### src/rtl/seg_pkg.sv
// Shared constants for the seven-segment scan driver: active-low segment
// patterns {dp,g,f,e,d,c,b,a} and a width helper for select/index ports.
package seg_pkg;

    localparam logic [7:0] SEG_BLANK = 8'hFF;

    localparam logic [7:0] SEG_0 = 8'hC0;
    localparam logic [7:0] SEG_1 = 8'hF9;
    localparam logic [7:0] SEG_2 = 8'hA4;
    localparam logic [7:0] SEG_3 = 8'hB0;
    localparam logic [7:0] SEG_4 = 8'h99;
    localparam logic [7:0] SEG_5 = 8'h92;
    localparam logic [7:0] SEG_6 = 8'h82;
    localparam logic [7:0] SEG_7 = 8'hF8;
    localparam logic [7:0] SEG_8 = 8'h80;
    localparam logic [7:0] SEG_9 = 8'h90;
    localparam logic [7:0] SEG_A = 8'h88;
    localparam logic [7:0] SEG_B = 8'h83;
    localparam logic [7:0] SEG_C = 8'hC6;
    localparam logic [7:0] SEG_D = 8'hA1;
    localparam logic [7:0] SEG_E = 8'h86;
    localparam logic [7:0] SEG_F = 8'h8E;

    // Width of a selector over n items, never less than one bit.
    function automatic int pw_width(input int n);
        return (n > 1) ? $clog2(n) : 1;
    endfunction

endpackage

### src/rtl/hex7seg_decode.sv
// Combinational hex nibble to active-low seven-segment pattern; dp held off.
module hex7seg_decode
    import seg_pkg::*;
(
    input  logic [3:0] nibble,
    output logic [7:0] seg
);

    always_comb begin
        seg = SEG_BLANK;
        case (nibble)
            4'h0: seg = SEG_0;
            4'h1: seg = SEG_1;
            4'h2: seg = SEG_2;
            4'h3: seg = SEG_3;
            4'h4: seg = SEG_4;
            4'h5: seg = SEG_5;
            4'h6: seg = SEG_6;
            4'h7: seg = SEG_7;
            4'h8: seg = SEG_8;
            4'h9: seg = SEG_9;
            4'hA: seg = SEG_A;
            4'hB: seg = SEG_B;
            4'hC: seg = SEG_C;
            4'hD: seg = SEG_D;
            4'hE: seg = SEG_E;
            4'hF: seg = SEG_F;
            default: seg = SEG_BLANK;
        endcase
    end

endmodule

### src/rtl/seg_scan_driver.sv
// Time-multiplexed seven-segment driver with frame-aligned page snapshots.
// Optional per-digit blinking is built when SEG_BLINK_EN is defined.
module seg_scan_driver
    import seg_pkg::*;
#(
    parameter int NUM_DIGITS = 4,
    parameter int NUM_PAGES  = 2,
    parameter int PRESCALE   = 10000,
    parameter int LZ_BLANK   = 0
)
(
    input  logic                              clk50MHz,
    input  logic                              rst,
    input  logic [NUM_PAGES*NUM_DIGITS*4-1:0] page_data,
    input  logic [pw_width(NUM_PAGES)-1:0]    page_sel,
    input  logic                              clear,
`ifdef SEG_BLINK_EN
    input  logic [NUM_DIGITS-1:0]             blink_mask,
`endif
    output logic [7:0]                        seg,
    output logic [NUM_DIGITS-1:0]             an,
    output logic                              frame_done
);

    localparam int PW  = pw_width(NUM_PAGES);
    localparam int DW  = pw_width(NUM_DIGITS);
    localparam int PCW = $clog2(PRESCALE);
    localparam int SW  = NUM_DIGITS * 4;

    logic [PCW-1:0]        pcnt_q, pcnt_d;
    logic [DW-1:0]         didx_q, didx_d;
    logic [PW-1:0]         act_page_q, act_page_d;
    logic [SW-1:0]         snap_q, snap_d;
    logic [7:0]            seg_q, seg_d;
    logic [NUM_DIGITS-1:0] an_q, an_d;
    logic                  frame_done_q, frame_done_d;
`ifdef SEG_BLINK_EN
    logic [7:0]            fcnt_q, fcnt_d;
`endif

    logic                  tick;
    logic                  frame_bnd;
    logic                  blank_dig;
    logic                  lz_run;
    logic [NUM_DIGITS-1:0] lz_blank;
    logic [3:0]            cur_nib;
    logic [7:0]            cur_seg;
    logic [SW-1:0]         page_arr [NUM_PAGES];
    logic [3:0]            snap_dig [NUM_DIGITS];

    generate
        for (genvar gi = 0; gi < NUM_PAGES; gi++) begin : g_page
            assign page_arr[gi] = page_data[gi*SW +: SW];
        end
        for (genvar gi = 0; gi < NUM_DIGITS; gi++) begin : g_dig
            assign snap_dig[gi] = snap_q[gi*4 +: 4];
        end
    endgenerate

    // A digit is a leading zero when it and every digit above it are zero;
    // digit 0 always stays lit.
    always_comb begin
        lz_run   = 1'b1;
        lz_blank = '0;
        for (int i = NUM_DIGITS - 1; i > 0; i--) begin
            lz_run      = lz_run && (snap_dig[i] == 4'd0);
            lz_blank[i] = lz_run;
        end
    end

    assign cur_nib = snap_dig[didx_q];

    hex7seg_decode u_dec (
        .nibble (cur_nib),
        .seg    (cur_seg)
    );

    always_comb begin
        tick         = (pcnt_q == PCW'(PRESCALE - 1));
        frame_bnd    = tick && (didx_q == DW'(NUM_DIGITS - 1));
        pcnt_d       = tick ? '0 : pcnt_q + 1'b1;
        didx_d       = didx_q;
        act_page_d   = act_page_q;
        snap_d       = snap_q;
        frame_done_d = frame_bnd;

        if (tick) begin
            didx_d = (didx_q == DW'(NUM_DIGITS - 1)) ? '0 : didx_q + 1'b1;
        end

        // Page switches land only on frame boundaries so a frame never tears.
        if (frame_bnd) begin
            if (32'(page_sel) < NUM_PAGES) begin
                act_page_d = page_sel;
            end
            snap_d = page_arr[act_page_d];
        end

        blank_dig = (LZ_BLANK != 0) && lz_blank[didx_q];
`ifdef SEG_BLINK_EN
        fcnt_d    = frame_bnd ? fcnt_q + 8'd1 : fcnt_q;
        blank_dig = blank_dig || (fcnt_q[7] && blink_mask[didx_q]);
`endif

        if (clear) begin
            seg_d = SEG_BLANK;
            an_d  = '1;
        end else begin
            seg_d = blank_dig ? SEG_BLANK : cur_seg;
            an_d  = ~(NUM_DIGITS'(1) << didx_q);
        end
    end

    always_ff @(posedge clk50MHz) begin
        if (rst) begin
            pcnt_q       <= '0;
            didx_q       <= '0;
            act_page_q   <= '0;
            snap_q       <= '0;
            seg_q        <= SEG_BLANK;
            an_q         <= '1;
            frame_done_q <= 1'b0;
`ifdef SEG_BLINK_EN
            fcnt_q       <= '0;
`endif
        end else begin
            pcnt_q       <= pcnt_d;
            didx_q       <= didx_d;
            act_page_q   <= act_page_d;
            snap_q       <= snap_d;
            seg_q        <= seg_d;
            an_q         <= an_d;
            frame_done_q <= frame_done_d;
`ifdef SEG_BLINK_EN
            fcnt_q       <= fcnt_d;
`endif
        end
    end

    assign seg        = seg_q;
    assign an         = an_q;
    assign frame_done = frame_done_q;

endmodule

### config.mk
export PLATFORM = sky130hd
export DESIGN_NAME = seg_scan_driver
export DESIGN_NICKNAME = d
export VERILOG_FILES = /design/src/rtl/seg_pkg.sv /design/src/rtl/hex7seg_decode.sv /design/src/rtl/seg_scan_driver.sv
export SDC_FILE = /design/constraint.sdc
export NUM_CORES = 1
export LEC_CHECK = 0
export CAP_MARGIN = 10
export CORE_ASPECT_RATIO = 1.25
export CORE_MARGIN = 8
export CORE_UTILIZATION = 53
export DETAILED_ROUTE_END_ITERATION = 10
export DONT_BUFFER_PORTS = 1
export PLACE_DENSITY_LB_ADDON = 0.05
export SYNTH_ARGS = -nofsm -noshare
export SYNTH_HDL_FRONTEND = slang
export SYNTH_SLANG_ARGS = --single-unit
export TNS_END_PERCENT = 1
### constraint.sdc
create_clock -name clk50MHz -period 5.9 [get_ports clk50MHz]
set_input_delay 1.18 -clock clk50MHz [delete_from_list [all_inputs] [get_ports clk50MHz]]
set_output_delay 1.18 -clock clk50MHz [all_outputs]
set_load 0.02 [all_outputs]
==> results.txt, run 1 <==
- The run finished with clean final reports.
- After synthesis, the netlist uses 42 different library cells.
- The number of hold violations in the final report came to 0.
- Pin count of the biggest net entering global routing: 17
- Clock net sink count: 44
* Required time of the worst setup path: 6.04 ns
- The root buffer cell chosen for the clock tree is sky130_fd_sc_hd__clkbuf_8.
- Worst-Skew Late Latency: 0.30 ns
- Cell internal power was estimated by the tool at 0.0004056 W.
- Clock transition at path regs: 0.07 ns
* Sequential element share of the synthesized area: 0.4027
- For this design the static power due to leakage is 0.8512 nW.
* Syn Std Cell Area: 2187 um^2
- Buffer depth of the longest clock path: 2
- Worst endpoint data arrival time: 2.28 ns
* Max VDD drop: 0.1222 mV
- Layout cell share with drive strength beyond 1: 0.1206
- Vertical die dimension: 87.82 um
- Number of top-level pins: 49
- In the final routed layout, each cell accounts on average for 16.20 um.
- Highest Clock Rate: 468.2 MHz
- Max-cap violations: 0
- Synthesis produced a netlist with a net count of 251.
- STA classifies the critical path endpoint as a flip-flop.
* Average size of a mapped cell: 10.72 um^2
- Maximum fanout encountered on the critical timing path: 7
* Routed vias/inst: 5.565
* Area enclosed by the die boundary: 6451 um^2
- For this run, the total global-route usage over all layers was measured as 0.1348.
- Net switching component of the power: 0.0001111 W
- The number of antenna violations at the first check in global routing is 0.
* Startpoint kind of the worst setup timing path: flip-flop
* Post-CTS repair timing setup buffer count: 0
* Min-Delay Path Class: reg2reg
* Crit share post-route: 0.3620
- Adding up every negative setup slack in the final design gives 0 ns.
- Depth of the worst register-to-register path: 6
- Share of total power in the clock network: 0.368
- Routed Antenna Nets: 0
* First-pass GRT wire length: 6.617 mm
* Count of inserted antenna diode cells: 0
- The final layout contains 245 nets.
* Initial DRC Count: 94
- Count of buffers from port buffering: 0
- For this run, design rule violations remaining after detail routing come to 0.
- After clock tree synthesis, the repair step resized 0 gates.
* Placed wire-length estimate: 3.147 mm
- Total design power: 0.0005167 W
* Maximum level of the CTS H-tree: 2
* Clock tree from TritonCTS: done
- The via count of the first global-routing pass is 1416.
* Final Routed Wirelength: 4.132 mm
- From synthesis to final layout, the design area changed by 2.975%.
- Core outline area: 4034 um^2
- Switching share of total power: 0.2149
- The first TritonRoute pass finished after 4 iterations.
* Final max-slew violation count: 0
* Number of cell rows: 26
* Final critical path time including I/O delays and setup: 2.136 ns
* Critical path class: reg2reg
- Total congestion overflow: 0
* Via count: 1419
* Count of state elements after synthesis: 44
- Across the routed clock network, the largest skew measured is 0.002899 ns.
* CTS buffer count: 5
- Comb pwr share: 0.038
- Setup violations remaining at the end of the flow were counted as 0.
- Utilization after layout: 0.5583
- Across all register-to-register paths, the minimum setup slack is 3.76 ns.
* Hold depth: 1
* Post-CTS Hold Fix Bufs: 0
- Effective utilization at floorplan: 0.5422
- Of the total power, registers draw 0.594.
* Die W: 73.46 um
- RePlAce Congestion: 0.7663
- Yosys printed 0 warnings.
* Unrepaired setup endpoints after global routing: false
- Measured against its own limit, the worst slew margin works out to 0.5649.
- For this design the ratio of total power to cell area is 229.4 nW/um^2.
* Least-Margin Pin Slew: 0.6502 ns
- Number of instances in the synthesized netlist: 204
==> critical path, stage by stage (launching register included) <==
cell and delay (ns):
sky130_fd_sc_hd__dfxtp_1 0.50, sky130_fd_sc_hd__mux4_1 0.71, sky130_fd_sc_hd__inv_1 0.17, sky130_fd_sc_hd__ha_1 0.26
sky130_fd_sc_hd__nor2_2 0.12, sky130_fd_sc_hd__nand3b_1 0.12, sky130_fd_sc_hd__o211ai_1 0.10
==> through the flow <==
stage          hold WS [ns]  std cells  setup WS, ns  instance area, um^2
2_1_floorplan        0.4241        204         3.694                 2187
3_3_place_gp         0.4401        247         3.846                 2162
3_5_place_dp         0.4500        247         3.773                 2162
4_1_cts              0.4675        255         3.760                 2252
5_1_grt              0.4863        255         3.621                 2252
6_report             0.4639        255         3.764                 2252
==> state kept, by name, indices dropped and copies added, names as in the netlist <==
name,cells
an,4
didx_q,2
frame_done,1
pcnt_q,14
seg,7
snap_q,16
==> cell families after synthesis <==
family,after synthesis,share of synthesized area
compound gates,33,0.1425
mux,22,0.1293
other cells,1,0.001715
flops,44,0.4027
buf+inv,20,0.05549
xor+xnor,12,0.04805
fa+ha+maj,11,0.06293
simple gates,61,0.1573
==> synthesized netlist by cell type, drive strengths merged <==
cell type / n / area, um^2
a21oi: 8 / 51.30
nor4: 2 / 18.77
mux2: 1 / 15.01
nand2: 11 / 41.29
clkbuf: 3 / 11.26
nor2: 20 / 77.58
and3: 4 / 25.02
o2bb2ai: 14 / 178.9
nand3: 7 / 35.03
a31oi: 1 / 6.260
mux4: 4 / 97.59
o31ai: 1 / 7.510
conb: 1 / 3.750
and4: 2 / 17.52
nand2b: 3 / 18.77
nand3b: 2 / 27.53
and2: 2 / 12.51
ha: 11 / 137.6
o21ai: 1 / 5.000
and3b: 1 / 8.760
dfxtp: 44 / 880.8
nand4: 3 / 18.77
buf: 10 / 83.83
o211ai: 4 / 30.03
o22ai: 1 / 6.260
nor3: 1 / 5.000
a311oi: 2 / 17.52
o221ai: 1 / 8.760
xor2: 4 / 35.03
mux2i: 17 / 170.2
or4: 1 / 7.510
xnor2: 8 / 70.07
inv: 7 / 26.28
nor4b: 2 / 30.03
==> final cells by class <==
type / instances / area [um^2]
Sequential cell: 44 / 880.8
Clock buffer: 8 / 90.09
Multi-Input combinational cell: 140 / 1185
Tap cell: 56 / 70.07
Fill cell: 409 / 1782
Inverter: 7 / 26.28
==> placed cells by master, fill, tap and decap left out, types with 2 or more instances in the layout <==
cell type | netlist | final
sky130_fd_sc_hd__dfxtp_1 | 44 | 44
sky130_fd_sc_hd__inv_1 | 7 | 7
sky130_fd_sc_hd__mux4_1 | 2 | 2
sky130_fd_sc_hd__ha_1 | 11 | 11
sky130_fd_sc_hd__nor4b_2 | 2 | 2
sky130_fd_sc_hd__nand2b_1 | 3 | 3
sky130_fd_sc_hd__mux2i_1 | 17 | 17
sky130_fd_sc_hd__a311oi_1 | 2 | 2
sky130_fd_sc_hd__o2bb2ai_1 | 5 | 5
sky130_fd_sc_hd__clkbuf_1 | 3 | 2
sky130_fd_sc_hd__and3_1 | 4 | 4
sky130_fd_sc_hd__mux4_2 | 2 | 2
sky130_fd_sc_hd__o211ai_1 | 4 | 4
sky130_fd_sc_hd__clkbuf_8 | 0 | 6
sky130_fd_sc_hd__and2_1 | 2 | 2
sky130_fd_sc_hd__nand3_1 | 7 | 7
sky130_fd_sc_hd__a21oi_1 | 7 | 7
sky130_fd_sc_hd__xnor2_1 | 8 | 8
sky130_fd_sc_hd__xor2_1 | 4 | 4
sky130_fd_sc_hd__o2bb2ai_2 | 9 | 9
sky130_fd_sc_hd__nand2_1 | 11 | 11
sky130_fd_sc_hd__and4_1 | 2 | 2
sky130_fd_sc_hd__nand4_1 | 3 | 3
sky130_fd_sc_hd__nor2_1 | 19 | 19
==> final timing paths <==
| check | from | end |
|---|---|---|
| setup / recovery | didx_q[0] | seg[1] |
| hold / removal | pcnt_q[0] | pcnt_q[0] |
| setup reg to reg | didx_q[0] | seg[1] |
| hold reg to reg | pcnt_q[0] | pcnt_q[0] |
==> routing by layer <==
metal	wire, um	share of wire	global-route usage
met3	223	0.054	0.05155
met5	0	0	0
met1	1658	0.40	0.1278
met2	2177	0.53	0.2480
met4	73	0.018	0.06011
==> power groups by stage <==
stage | clock (W) | sequential, W | combinational, W
floorplan | 0 | 0.000313 | 0.0000217
global placement | 0 | 0.000314 | 0.0000191
detailed placement | 0 | 0.000314 | 0.0000199
CTS | 0.000197 | 0.000307 | 0.0000199
global route | 0.000211 | 0.000307 | 0.0000219
finish | 0.000190 | 0.000307 | 0.0000196
No activity file was read; power rests on OpenSTA's default activity.
==> run 2, diff against run 1 <==
==> constraint.sdc (replaced) <==
create_clock -name clk50MHz -period 2.04 [get_ports clk50MHz]
set_input_delay 0.408 -clock clk50MHz [delete_from_list [all_inputs] [get_ports clk50MHz]]
set_output_delay 0.408 -clock clk50MHz [all_outputs]
set_load 0.02 [all_outputs]
==> run 2 against run 1 <==
  * First-iteration DRC count grew 66%
  * Cell area grew 3.4%
  * Clock power grew to 3.4 times the previous value
==> results.txt, run 2 (synthesized netlist as in run 1, its figures left out) <==
- Via count of the first global-routing pass: 1510 (+6.6%)
- Cell-internal power: 0.001264 W (+210%)
* Total design power: 0.001594 W (+210%)
- The pin slew with the least headroom to its limit was 0.6659 ns (+0.01567 ns).
* Sequential cell fraction of total power: 0.557 (-0.037)
- Power density over the cells: 684.6 nW/um^2 (+200%)
* Number of top-level pins: 49 (unchanged)
- The number of antenna violations at the first check in global routing came to 0 (unchanged).
* Count of buffers from port buffering: 0 (unchanged)
- Pin count of the biggest net entering global routing: 17 (unchanged)
- FF+latch area: 882.1 um^2 (+0.14%)
- The aggregate global-route resource usage came to 0.1495 (+0.01465).
- The area of the core region came to 4034 um^2 (unchanged).
- Unrepaired setup endpoints after global routing: false
* Top library cells by usage in the layout, fill and taps aside: 43 x sky130_fd_sc_hd__dfxtp_1, 19 x sky130_fd_sc_hd__nor2_1, 17 x sky130_fd_sc_hd__mux2i_1, 11 x sky130_fd_sc_hd__nand2_1, 11 x sky130_fd_sc_hd__ha_1
- The leakage power summed over all cells is 0.8909 nW (+4.7%).
* Critical path class: reg2reg
- Placed Instance Area: 2227 um^2 (+3.0%)
- CTS Root Cell: sky130_fd_sc_hd__clkbuf_8
- The maximum resistive drop on vdd was 0.4612 mV (+280%).
- Worst-Skew Late Latency: 0.29 ns (about the same)
- Post-cts sizing count: 0 (unchanged)
- Kind of end point of the critical path: flip-flop
- Min-Delay Path Class: in2reg
- The final max-slew violation count came to 0 (unchanged).
- Area enclosed by the die boundary: 6451 um^2 (unchanged)
* Comb pwr share: 0.039 (about the same)
- The filler cell count in the final layout came to 371 (-9.3%).
* Finished layout cell area: 2328 um^2 (+3.4%)
* Max-cap violations: 0 (unchanged)
- The switching portion of total power is 0.2069 (-0.008060).
- Crit share post-route: 0.9089 (+0.5470)
* Biggest register: snap_q
- Routed vias/inst: 5.683 (+2.1%)
- The accumulated negative setup slack was 0 ns (unchanged).
- Layout net count: 252 (+2.9%)
* Worst slew margin relative to its limit: 0.5544 (-0.01049)
- The switching power of the nets was 0.0003298 W (+200%).
- Via count: 1489 (+4.9%)
- The post-route clock skew is 0.007014 ns (+0.004115 ns).
- The total congestion overflow after global routing came to 0 (unchanged).
- Synthesis-to-finish area growth: 6.464%
- Share of total power in the clock network: 0.404 (+0.036)
- CTS buffer count: 5 (unchanged)
- The initial standard-cell utilization of the core was 0.5422 (unchanged).
- The clock-pin slew on the worst setup and hold paths is 0.08 ns (about the same).
- DR top layer: met4
- Layout cell share with drive strength beyond 1: 0.1699 (+0.04930)
* Required time of the worst setup path: 2.18 ns (-3.86 ns)
- The final HPWL from detailed placement is 3.520 mm (+12%).
- The total length of routed met2 wires was 2.583 mm (+19%).
- The number of setup violations in the final report was 0 (unchanged).
- DRC Markers: 0 (unchanged)
- Clock net sink count: 44 (unchanged)
- Result of the run: finished, final reports clean
- Maximum level of the CTS H-tree: 2 (unchanged)
- The maximum operating frequency was 539.3 MHz (+15%).
- First-pass DRT Iterations: 4 (unchanged)
- Worst hold slack after final layout: 0.1758 ns (-0.2882 ns)
* Final number of hold-violating endpoints: 0 (unchanged)
- The floorplan row count was 26 (unchanged).
- Worst endpoint data arrival time: 1.99 ns (-0.29 ns)
* Multi-input gate area: 1177 um^2 (-0.63%)
- The met1 wire length was 1.682 mm (+1.4%).
- Clock tree from TritonCTS: done
* Count of inserted antenna diode cells: 0 (unchanged)
- The final weighted congestion of routability-driven global placement is 0.8511 (+11%).
- Final critical path time including I/O delays and setup: 1.854 ns (-0.2814 ns)
- Post-CTS Hold Fix Bufs: 0 (unchanged)
- The worst setup path is launched from a flip-flop.
- The sum of routed wire length over all layers came to 4.559 mm (+10%).
- The number of nets with antenna violations after routing is 0 (unchanged).
- Vertical die dimension: 87.82 um (unchanged)
- Maximum fanout encountered on the critical timing path: 5 (-2)
* Buffer depth of the longest clock path: 2 (unchanged)
- Number of flip-flops under the largest register name: 16 (unchanged)
- The wire length per cell is 17.40 um (+7.4%).
* Die W: 73.46 um (unchanged)
- Met3 routed WL: 231 um (+3.6%)
- Initial DRC Count: 156 (+66%)
* Most common cell after layout, fill and taps aside: sky130_fd_sc_hd__dfxtp_1
* Post-CTS repair timing setup buffer count: 0 (unchanged)
* First-pass GRT wire length: 7.396 mm (+12%)
- The share of the core filled with cells in the final layout came to 0.5772 (+0.01892).
run 2: cell types whose count changed in the layout (fill, tap and decap cells not counted):
cell	previous run	this run
sky130_fd_sc_hd__dfxtp_2	0	1
sky130_fd_sc_hd__clkbuf_8	6	5
sky130_fd_sc_hd__mux4_1	2	0
sky130_fd_sc_hd__clkbuf_1	2	1
sky130_fd_sc_hd__clkinv_2	0	1
sky130_fd_sc_hd__dfxtp_1	44	43
sky130_fd_sc_hd__mux4_2	2	4
sky130_fd_sc_hd__buf_12	0	1
sky130_fd_sc_hd__buf_4	0	6
sky130_fd_sc_hd__bufinv_16	0	1
run 2: path summary, 6_finish.rpt:
check	startpoint	to	slack [ns]	cells past startpoint
worst max register to register	didx_q[0]	seg[1]	0.19	6
worst min register to register	pcnt_q[0]	pcnt_q[0]	0.48	1
worst max-delay path	didx_q[0]	seg[1]	0.19	6
worst min-delay path	rst	pcnt_q[2]	0.18	1
run 2: per-layer routing:
metal	GRT usage	vias up
li1	-	729
met1	0.1490	722
met2	0.2779	34
met3	0.04582	4
met4	0.05829	0
met5	0	-
run 2: power groups by stage:
stage | Sequential (W) | Combinational (W) | Clock [W]
6_report | 0.000888 | 0.0000622 | 0.000644
5_1_grt | 0.000889 | 0.0000697 | 0.000705
4_1_cts | 0.000888 | 0.0000632 | 0.000665
3_5_place_dp | 0.000909 | 0.0000631 | 0
3_3_place_gp | 0.000908 | 0.0000600 | 0
2_1_floorplan | 0.000906 | 0.0000627 | 0
run 2: stage by stage:
step / instances / worst slack, ns
final: 262 / 0.1858
after global routing: 262 / 0.05534
after CTS: 262 / 0.04347
after detailed placement: 254 / 0.06925
after global placement: 254 / 0.1096
after floorplan: 204 / 0.1312
run 2: area by class of cell:
| class | count | area share |
|---|---|---|
| clock inverters | 2 | 0.01505 |
| inverters | 7 | 0.01128 |
| repair buffers | 7 | 0.02794 |
| multi-input cells | 140 | 0.5056 |
| flip-flops and latches | 44 | 0.3788 |
| clock buffers | 6 | 0.03117 |
| well taps | 56 | 0.03009 |
run 2: critical path, cell delays in order (launching register included):
cell	delay, ns
sky130_fd_sc_hd__dfxtp_2	0.39
sky130_fd_sc_hd__mux4_2	0.57
sky130_fd_sc_hd__inv_1	0.16
sky130_fd_sc_hd__ha_1	0.26
sky130_fd_sc_hd__nor2_2	0.12
sky130_fd_sc_hd__nand3b_1	0.11
sky130_fd_sc_hd__o211ai_1	0.09
==> run 3, diff against run 2 <==
--- a/config.mk
+++ b/config.mk
@@ -9,6 +9,7 @@
 export CORE_ASPECT_RATIO = 1.25
 export CORE_MARGIN = 8
 export CORE_UTILIZATION = 53
+export CTS_CLUSTER_DIAMETER = 100
 export DETAILED_ROUTE_END_ITERATION = 10
 export DONT_BUFFER_PORTS = 1
 export PLACE_DENSITY_LB_ADDON = 0.05
==> results of run 3 <==
Final layout, timing and power as in run 2 (identical DEF).
